[config.mk]
export PLATFORM = sky130hd
export DESIGN_NAME = dds_sweep_ctrl_flat
export DESIGN_NICKNAME = d
export VERILOG_FILES = /design/src/rtl/dds_sweep_ctrl_if.sv /design/src/rtl/dds_sweep_ctrl.sv /design/src/flat_wrapper.sv
export SDC_FILE = /design/constraint.sdc
export NUM_CORES = 1
export LEC_CHECK = 0
export ABC_AREA = 1
export ABC_CLOCK_PERIOD_IN_PS = 7100
export CAP_MARGIN = 15
export CORE_UTILIZATION = 45
export CTS_BUF_LIST = sky130_fd_sc_hd__clkbuf_16
export CTS_CLUSTER_DIAMETER = 50
export CTS_CLUSTER_SIZE = 30
export DETAILED_ROUTE_END_ITERATION = 7
export DONT_BUFFER_PORTS = 1
export GPL_TIMING_DRIVEN = 0
export SLEW_MARGIN = 20
export SYNTH_ARGS = -nofsm -noshare
export SYNTH_HDL_FRONTEND = slang
export SYNTH_SLANG_ARGS = --single-unit
[constraint.sdc]
create_clock -name clk -period 7.1 [get_ports clk]
set_input_delay 1.42 -clock clk [delete_from_list [all_inputs] [get_ports clk]]
set_output_delay 1.42 -clock clk [all_outputs]
set_load 0.005 [all_outputs]
[src/rtl/dds_sweep_ctrl_if.sv]
// Sweep controller bus: configuration port, start/abort controls and the DDS-facing outputs.
// Latency: none, this is wiring only.
// Backpressure: cfg_valid/cfg_ready handshake; the controller holds cfg_ready low while a sweep runs.
// Ports: master = config/control side (drives cfg_*, start, abort);
//        slave  = sweep controller (drives cfg_ready, K, P, busy, done, step_idx).
interface dds_sweep_ctrl_if #(
  parameter int KW = 32,
  parameter int PW = 11,
  parameter int NW = 16
);
  logic          cfg_valid;
  logic          cfg_ready;
  logic [KW-1:0] cfg_k_start;
  logic [KW-1:0] cfg_k_step;
  logic [NW-1:0] cfg_n_steps;
  logic [NW-1:0] cfg_dwell;
  logic [PW-1:0] cfg_phase;
  logic          cfg_repeat;
  logic          start;
  logic          abort;
  logic [KW-1:0] K;
  logic [PW-1:0] P;
  logic          busy;
  logic          done;
  logic [NW-1:0] step_idx;

  modport master (
    output cfg_valid, cfg_k_start, cfg_k_step, cfg_n_steps, cfg_dwell,
           cfg_phase, cfg_repeat, start, abort,
    input  cfg_ready, K, P, busy, done, step_idx
  );

  modport slave (
    input  cfg_valid, cfg_k_start, cfg_k_step, cfg_n_steps, cfg_dwell,
           cfg_phase, cfg_repeat, start, abort,
    output cfg_ready, K, P, busy, done, step_idx
  );
endinterface

[src/rtl/dds_sweep_ctrl.sv]
// Linear frequency-sweep sequencer driving the DDS tuning word K and phase offset P.
// Latency: start/abort take effect on the outputs one cycle after they are sampled.
// Backpressure: cfg_ready = ~busy; configuration offered during a sweep is not taken.
// Ports: clk, rst (async, active high); bus (slave modport) carries config handshake,
//        start/abort pulses and the registered K, P, busy, done, step_idx outputs.
module dds_sweep_ctrl #(
  parameter int KW = 32,
  parameter int PW = 11,
  parameter int NW = 16
) (
  input  logic             clk,
  input  logic             rst,
  dds_sweep_ctrl_if.slave  bus
);

  typedef enum logic {
    IDLE = 1'b0,
    RUN  = 1'b1
  } state_t;

  state_t        state_q;

  // Stored configuration
  logic [KW-1:0] k_start_q;
  logic [KW-1:0] k_step_q;
  logic [NW-1:0] n_steps_q;
  logic [NW-1:0] dwell_q;
  logic [PW-1:0] phase_q;
  logic          repeat_q;

  // Registered outputs and sweep progress
  logic [KW-1:0] k_q;
  logic [PW-1:0] p_q;
  logic          busy_q;
  logic          done_q;
  logic [NW-1:0] step_idx_q;
  logic [NW-1:0] dwell_cnt_q;

  logic          cfg_take;
  logic [KW-1:0] k_start_d;
  logic [NW-1:0] n_steps_d;
  logic [PW-1:0] phase_d;
  logic [NW-1:0] dwell_last;
  logic          dwell_tc;
  logic          last_step;

  // busy_q is high exactly in RUN, so it doubles as the "not IDLE" qualifier.
  assign cfg_take = bus.cfg_valid & ~busy_q;

  // A config accepted in the same cycle as start must be the one the sweep uses,
  // so the start path looks through the capture mux instead of the stored copy.
  assign k_start_d = cfg_take ? bus.cfg_k_start : k_start_q;
  assign n_steps_d = cfg_take ? bus.cfg_n_steps : n_steps_q;
  assign phase_d   = cfg_take ? bus.cfg_phase   : phase_q;

  // A dwell of 0 behaves as 1: terminal count is then 0 as well.
  assign dwell_last = (dwell_q == '0) ? '0 : dwell_q - NW'(1);
  assign dwell_tc   = (dwell_cnt_q == dwell_last);
  // Only evaluated in RUN, where n_steps_q is never 0.
  assign last_step  = (step_idx_q == n_steps_q - NW'(1));

  always_ff @(posedge clk or posedge rst) begin
    if (rst) begin
      state_q     <= IDLE;
      k_start_q   <= '0;
      k_step_q    <= '0;
      n_steps_q   <= '0;
      dwell_q     <= '0;
      phase_q     <= '0;
      repeat_q    <= 1'b0;
      k_q         <= '0;
      p_q         <= '0;
      busy_q      <= 1'b0;
      done_q      <= 1'b0;
      step_idx_q  <= '0;
      dwell_cnt_q <= '0;
    end else begin
      done_q <= 1'b0;

      if (cfg_take) begin
        k_start_q <= bus.cfg_k_start;
        k_step_q  <= bus.cfg_k_step;
        n_steps_q <= bus.cfg_n_steps;
        dwell_q   <= bus.cfg_dwell;
        phase_q   <= bus.cfg_phase;
        repeat_q  <= bus.cfg_repeat;
      end

      case (state_q)
        IDLE: begin
          // abort beats start; K/P are left alone so the DDS keeps its tone.
          if (bus.start && !bus.abort) begin
            if (n_steps_d != '0) begin
              state_q     <= RUN;
              busy_q      <= 1'b1;
              k_q         <= k_start_d;
              p_q         <= phase_d;
              step_idx_q  <= '0;
              dwell_cnt_q <= '0;
            end else begin
              done_q <= 1'b1;
            end
          end
        end

        RUN: begin
          if (bus.abort) begin
            state_q <= IDLE;
            busy_q  <= 1'b0;
          end else if (dwell_tc) begin
            dwell_cnt_q <= '0;
            if (!last_step) begin
              k_q        <= k_q + k_step_q;
              step_idx_q <= step_idx_q + NW'(1);
            end else if (repeat_q) begin
              k_q        <= k_start_q;
              step_idx_q <= '0;
            end else begin
              state_q <= IDLE;
              busy_q  <= 1'b0;
              done_q  <= 1'b1;
            end
          end else begin
            dwell_cnt_q <= dwell_cnt_q + NW'(1);
          end
        end

        default: begin
          state_q <= IDLE;
          busy_q  <= 1'b0;
        end
      endcase
    end
  end

  assign bus.cfg_ready = ~busy_q;
  assign bus.K         = k_q;
  assign bus.P         = p_q;
  assign bus.busy      = busy_q;
  assign bus.done      = done_q;
  assign bus.step_idx  = step_idx_q;

endmodule

[src/flat_wrapper.sv]
// flat-port wrapper written by rule: the top's interface ports become plain ports
module dds_sweep_ctrl_flat 
#(
  parameter int KW = 32,
  parameter int PW = 11,
  parameter int NW = 16
)
  (clk, rst, bus_cfg_valid, bus_cfg_k_start, bus_cfg_k_step, bus_cfg_n_steps, bus_cfg_dwell, bus_cfg_phase, bus_cfg_repeat, bus_start, bus_abort, bus_cfg_ready, bus_K, bus_P, bus_busy, bus_done, bus_step_idx);
  dds_sweep_ctrl_if #(.KW(KW), .PW(PW), .NW(NW)) bus_i ();
  input  logic clk;
  input  logic rst;
  input wire logic [$bits(bus_i.cfg_valid)-1:0] bus_cfg_valid;
  input wire logic [$bits(bus_i.cfg_k_start)-1:0] bus_cfg_k_start;
  input wire logic [$bits(bus_i.cfg_k_step)-1:0] bus_cfg_k_step;
  input wire logic [$bits(bus_i.cfg_n_steps)-1:0] bus_cfg_n_steps;
  input wire logic [$bits(bus_i.cfg_dwell)-1:0] bus_cfg_dwell;
  input wire logic [$bits(bus_i.cfg_phase)-1:0] bus_cfg_phase;
  input wire logic [$bits(bus_i.cfg_repeat)-1:0] bus_cfg_repeat;
  input wire logic [$bits(bus_i.start)-1:0] bus_start;
  input wire logic [$bits(bus_i.abort)-1:0] bus_abort;
  output wire logic [$bits(bus_i.cfg_ready)-1:0] bus_cfg_ready;
  output wire logic [$bits(bus_i.K)-1:0] bus_K;
  output wire logic [$bits(bus_i.P)-1:0] bus_P;
  output wire logic [$bits(bus_i.busy)-1:0] bus_busy;
  output wire logic [$bits(bus_i.done)-1:0] bus_done;
  output wire logic [$bits(bus_i.step_idx)-1:0] bus_step_idx;
  assign bus_i.cfg_valid = bus_cfg_valid;
  assign bus_i.cfg_k_start = bus_cfg_k_start;
  assign bus_i.cfg_k_step = bus_cfg_k_step;
  assign bus_i.cfg_n_steps = bus_cfg_n_steps;
  assign bus_i.cfg_dwell = bus_cfg_dwell;
  assign bus_i.cfg_phase = bus_cfg_phase;
  assign bus_i.cfg_repeat = bus_cfg_repeat;
  assign bus_i.start = bus_start;
  assign bus_i.abort = bus_abort;
  assign bus_cfg_ready = bus_i.cfg_ready;
  assign bus_K = bus_i.K;
  assign bus_P = bus_i.P;
  assign bus_busy = bus_i.busy;
  assign bus_done = bus_i.done;
  assign bus_step_idx = bus_i.step_idx;
  dds_sweep_ctrl #(.KW(KW), .PW(PW), .NW(NW)) u_core (.clk(clk), .rst(rst), .bus(bus_i));
endmodule
# ---- Word-level counts from Yosys, hierarchy flattened
# Index checks and enable logic that the tools add are counted.
dict set report totals {
  out_inout_bits 62
  wordCells 81
  input_bits 113
  regBits 186
}
dict set report op_classes {
  n_eq_ne 10
  reduce_logical 8
  mux 42
  n_bitwise 3
  n_addsub 5
}
# op n
set op_table {}
lappend op_table {{two-way mux 32 bit} 7}
lappend op_table {{two-way mux 16 bit} 10}
lappend op_table {{one-hot mux 16 bit (2 select lines)} 2}
lappend op_table {{one-hot mux 32 bit (2 select lines)} 1}
lappend op_table {{adder 16 x 1 -> 16 bit, second input constant} 2}
lappend op_table {{adder 32 bit} 1}
lappend op_table {{equality test 16 bit} 2}
lappend op_table {{subtractor 16 x 1 -> 16 bit, second input constant} 2}
lappend op_table {{two-way mux 1 bit} 18}
lappend op_table {{logical NOT 16 bit} 1}
lappend op_table {{nonzero test 16 bit} 1}
lappend op_table {{inequality test 3 bit, second input constant} 4}
lappend op_table {{two-way mux 11 bit} 1}
lappend op_table {{AND reduction 5 bit} 2}
lappend op_table {{one-hot mux 1 bit (2 select lines)} 3}
lappend op_table {{AND reduction 3 bit} 2}
lappend op_table {{inequality test 2 x 1 -> 1 bit, second input constant} 2}
lappend op_table {{inequality test 2 bit, second input constant} 2}
lappend op_table {{inverter 1 bit} 2}
lappend op_table {{bitwise AND 1 bit} 1}
lappend op_table {{logical AND 1 bit} 1}
lappend op_table {{logical NOT 1 bit} 1}

# ---- Logic depth before layout (Yosys ltp)
dict set report logic_depth {
  depth_word 7
  mapped_depth 19
  depth_no_buf 18
}

# ---- Worst setup path before layout
# Ideal clock, no wire load.
dict set report synth_path {
  path_kind {input to register}
  from {input bus_cfg_valid}
  to {register u_core.step_idx_q[5], in the netlist u_core.bus.step_idx[5]}
  path_buffers 4
  required_time_ns 6.983
  arrival_time_ns 3.196
  stages 13
  slack_ns 3.787
  setup_ns 0.117
  cell_sequence {clkbuf_1 -> nand2_1 -> clkbuf_1 -> o21ai_0 -> nand4_1 -> nor4_1 -> nand2_1 -> nand2_1 -> nand2_1 -> buf_2 -> buf_1 -> nand3_1 -> nand2_1}
}
dict set report synth_via {
  elab_chain_cells 5
}
# element line_no
set synth_lines {}
lappend synth_lines {{start: declaration} flat_wrapper.sv:12} ;# input wire logic [$bits(bus_i.cfg_valid)-1:0] bus_cfg_valid;
lappend synth_lines {{bitwise AND 1 bit} dds_sweep_ctrl.sv:48} ;# assign cfg_take = bus.cfg_valid & ~busy_q;
lappend synth_lines {{two-way mux 16 bit} dds_sweep_ctrl.sv:53} ;# assign n_steps_d = cfg_take ? bus.cfg_n_steps : n_steps_q;
lappend synth_lines {{nonzero test 16 bit} dds_sweep_ctrl.sv:93} ;# if (n_steps_d != '0) begin
lappend synth_lines {{inequality test 2 x 1 -> 1 bit (no source line)} --}
lappend synth_lines {{AND reduction 5 bit (no source line)} --}
lappend synth_lines {{end signal: assignment} dds_sweep_ctrl.sv:114} ;# step_idx_q <= step_idx_q + NW'(1);
lappend synth_lines {{end: declaration} dds_sweep_ctrl.sv:36} ;# logic [NW-1:0] step_idx_q;
# Every way passes these cells.
# A chain may end at the register's enable or synchronous reset.

# ---- Worst setup path after layout
dict set report layout_path {
  from {input bus_cfg_valid}
  to {register u_core.k_step_q[1]}
}
dict set report layout_via {
  elab_chain_cells 1
}
# element line_no
set layout_lines {}
lappend layout_lines {{bitwise AND 1 bit} dds_sweep_ctrl.sv:48}
lappend layout_lines {{end signal: assignment} dds_sweep_ctrl.sv:82} ;# k_step_q <= bus.cfg_k_step;
lappend layout_lines {{end: declaration} dds_sweep_ctrl.sv:25} ;# logic [KW-1:0] k_step_q;
# Every way passes these cells.

==> results.cfg <==
[drt]
via_per_inst = 5.31
ant_nets = 0
wl_per_cell_um = 16.9
drt-initial-drc-count = 939
first_pass_iters = 7
totalWireLength_um = 35500
num_vias = 11175
drc = 12

[pwr]
intPower_uw = 2850
switching_share = 0.452
pwr-share-seq = 0.318
comb_power_share = 0.489
power.share.clock = 0.193
power.net_switching_uw = 2350
p_per_area_nw_per_um2 = 396
p_leak_uw = 0.00662
peakVddDrop_uv = 161

[final_layout]
multiInputGateArea_sq_um = 6390
drive_gt1_frac = 0.0577
final_nets = 1906
nFillCells = 2701
syn_to_final_growth_pct = 8.91
final_cell_area_sq_um = 13200
regArea_sq_um = 4650

[logic_synthesis]
synth_largest_area_cell = dfrtp_1
synth-compound-area-share = 0.0811
syn-num-nets = 1885
synthAdderAreaFrac = 0.0379
yosysTopAreaCellShare = 0.385
netlist_instances = 1736
synth_edf_count = 0
yosys_warnings = 0
ys_types = 41
ys_seq_elements = 186
syn_area_per_cell_sq_um = 6.96
synth-seq-area-share = 0.385
syn_area_sq_um = 12100
synthMuxAreaShare = 0.0298
synthFlopType = dfrtp_1
synth_xor_area_frac = 0.0377
yosys.area_share.simple = 0.343
synthArstFlopShare = 1.00
yosys-top-cells-area = dfrtp_1 (39%), nand2_1 (17%), nand3_1 (7.0%)
synth_top_family_by_area = simple AND/OR/NAND/NOR gates

[min_path]
worst_hold_path.endpoint = u_core.phase_q[0]$_DFF_PP0_
hp-class = flop to flop
hp-start = u_core.phase_q[0]$_DFF_PP0_
min_path_cells = 2

[setup_path]
reg2reg_from = u_core.bus.busy$_DFFE_PP0P_
rr_endpoint = u_core.k_step_q[1]$_DFFE_PP0P_
regToRegSetupSlack_ns = 3.47
reg2regPathDepth = 7
required_ns = 7.40
crit_chain = clkbuf_1 > nand2_1 > clkbuf_1 > clkbuf_1 > clkbuf_1 > clkbuf_1 > a21oi_1
start_kind = input port
path_max_fanout = 10
critPathArrivalTime_ns = 4.36
critPathSlowestCell = clkbuf_1
worst-path-buf-inv = 5
worst_path_most_repeated_cell = clkbuf_1
cp-end-kind = flop
cp.depth = 7
critPathTopFamily = buffers and inverters
cpPeakStageDelay_ns = 0.67
crit_type = input port to flop

[timing]
slew_headroom = 0.466
clock_skew_ns = 0.0105
worstMarginPinSlew_ns = 0.801
period_share = 0.571
max_freq_ghz = 0.247
finalHoldViolations = 0
slew_viol_final = 0
rsz0062_at_grt = no
whs_ns = 0.467
period_minus_slack_ns = 4.06
setup_violations = 0

[placed_design]
dp_hpwl_um = 28100
place_area_sq_um = 12600
port_buffers = 0
gp_congestion = 0.954

[job]
cap_violations = 0

[die]
die_h_um = 166
io_pins = 175
start_util = 0.461
dieArea_sq_um = 27500
core_area_sq_um = 26200
rows = 59
fp.dieW_um = 166

[global_route]
grt_overflow = 0
track_usage = 0.262
grt_max_degree = 71
antenna_found_initial = 1
grt_pass1_vias = 10437
grt_first_pass_wirelength_um = 56600

[cts]
clkTransAtPathRegs_ns = 0.07
cts_tree = done
clock_latency_ns = 0.44
htree_levels = 4
cts_root_buf = clkbuf_16
cts_buffers = 17
post_cts_resized = 0
post_cts_buffers = 0
hold_buffers = 0
clockBufferDepth = 2
clock_sinks = 186

[run_status]
violations = design-rule violations
status = finished with violations
[flip-flops by register name, indices dropped and copies added (netlist names)]
name                 count
u_core.bus.K            32
u_core.k_start_q        32
u_core.k_step_q         32
u_core.bus.step_idx     16
u_core.dwell_cnt_q      16
u_core.dwell_q          16
u_core.n_steps_q        16
u_core.bus.P            11
u_core.phase_q          11
u_core.bus.busy          1
u_core.bus.done          1
u_core.repeat_q          1
u_core.state_q           1
[worst min-delay path: stages (launching register included)]
cell     delay [ns]
dfrtp_1        0.32
nand2_1        0.06
nand2_1        0.05
[metal layers]
layer,vias to the layer above,track usage,part of all wire,wire length [um]
met1,5196,0.376,0.48,16900
met2,331,0.401,0.43,15400
met5,-,0,0,0
met3,35,0.0567,0.075,2670
li1,5613,-,-,-
met4,0,0.0642,0.014,510
[worst max-delay path by stage]
stage	startpoint	slack (ns)	to
after floorplan	rst	0.62	u_core.bus.K[0]$_DFFE_PP0P_
after global placement	rst	-1.68	u_core.n_steps_q[1]$_DFF_PP0_
after detailed placement	bus_cfg_valid	2.55	u_core.dwell_q[12]$_DFFE_PP0P_
after CTS	bus_cfg_valid	3.01	u_core.k_step_q[1]$_DFFE_PP0P_
after global routing	bus_cfg_valid	2.82	u_core.k_step_q[1]$_DFFE_PP0P_
final	bus_cfg_valid	3.04	u_core.k_step_q[1]$_DFFE_PP0P_
[cells by family after synthesis]
logic type,count (synthesis)
AO/OA/AOI/OAI,182
XOR/XNOR,52
adder cells (fa/ha/maj),36
buffers and inverters,255
flip-flops,186
multiplexers,32
AND/OR/NAND/NOR,993
[layout by cell type, fill, tap and decap left out, drive strengths merged]
| cell | instances |
|---|---|
| nand2 | 550 |
| nor2 | 201 |
| inv | 197 |
| dfrtp | 186 |
| nand3 | 170 |
| a21oi | 94 |
| o21ai | 50 |
| clkbuf | 44 |
| buf | 38 |
| ha | 35 |
| xor2 | 34 |
| mux2 | 32 |
| nand4 | 28 |
| nor3 | 20 |
| xnor2 | 18 |
| o22ai | 13 |
| a31oi | 12 |
| nand3b | 10 |
| nor4 | 7 |
| o21bai | 6 |
| and2 | 3 |
| bufinv | 3 |
| clkinv | 3 |
| or2 | 3 |
| a21boi | 2 |
| o21a | 2 |
| clkinvlp | 2 |
| diode | 1 |
| a21o | 1 |
| o32ai | 1 |
| nor3b | 1 |
| a22oi | 1 |
| fa | 1 |
[final cells by class]
type	instances	share of cell area
inverters	192	0.0554
plain buffers	63	0.0231
diodes	1	0.000190
flip-flops and latches	186	0.354
multi-input cells	1295	0.486
clock inverters	13	0.0127
well taps	335	0.0319
repair buffers	2	0.00419
clock buffers	17	0.0324
[Yosys cell counts, types with 7 or more instances]
master	n
buf_1	11
nand4_1	28
nor2_1	197
nor3_1	19
nand2_1	547
buf_2	18
dfrtp_1	186
o21ai_0	49
o22ai_1	13
a21oi_1	94
a31oi_1	12
nor4_1	7
ha_1	35
clkbuf_1	27
nand3_1	169
xnor2_1	18
mux2_2	32
inv_1	190
xor2_1	34
nand3b_1	10
[per-stage QoR]
step / setup WS, ns / util / power, uW / cells / setup TNS (ns)
finish: 3.04 / 0.502 / 5200 / 2104 / 0
global route: 2.82 / 0.502 / 5660 / 2104 / 0
CTS: 3.01 / 0.502 / 5210 / 2103 / 0
detailed placement: 2.55 / 0.479 / 4190 / 2073 / 0
global placement: -1.68 / 0.477 / 4160 / 2071 / -307.98
floorplan: 0.623 / - / 3540 / 1736 / 0
[power groups by stage]
| stage | Clock, uW | Sequential, uW | Combinational, uW |
|---|---|---|---|
| floorplan | 0 | 1590 | 1950 |
| global placement | 0 | 1680 | 2490 |
| detailed placement | 0 | 1680 | 2510 |
| CTS | 1020 | 1660 | 2530 |
| global route | 1060 | 1700 | 2900 |
| finish | 1000 | 1660 | 2540 |
Note: power is estimated with default switching activity, not from simulation.
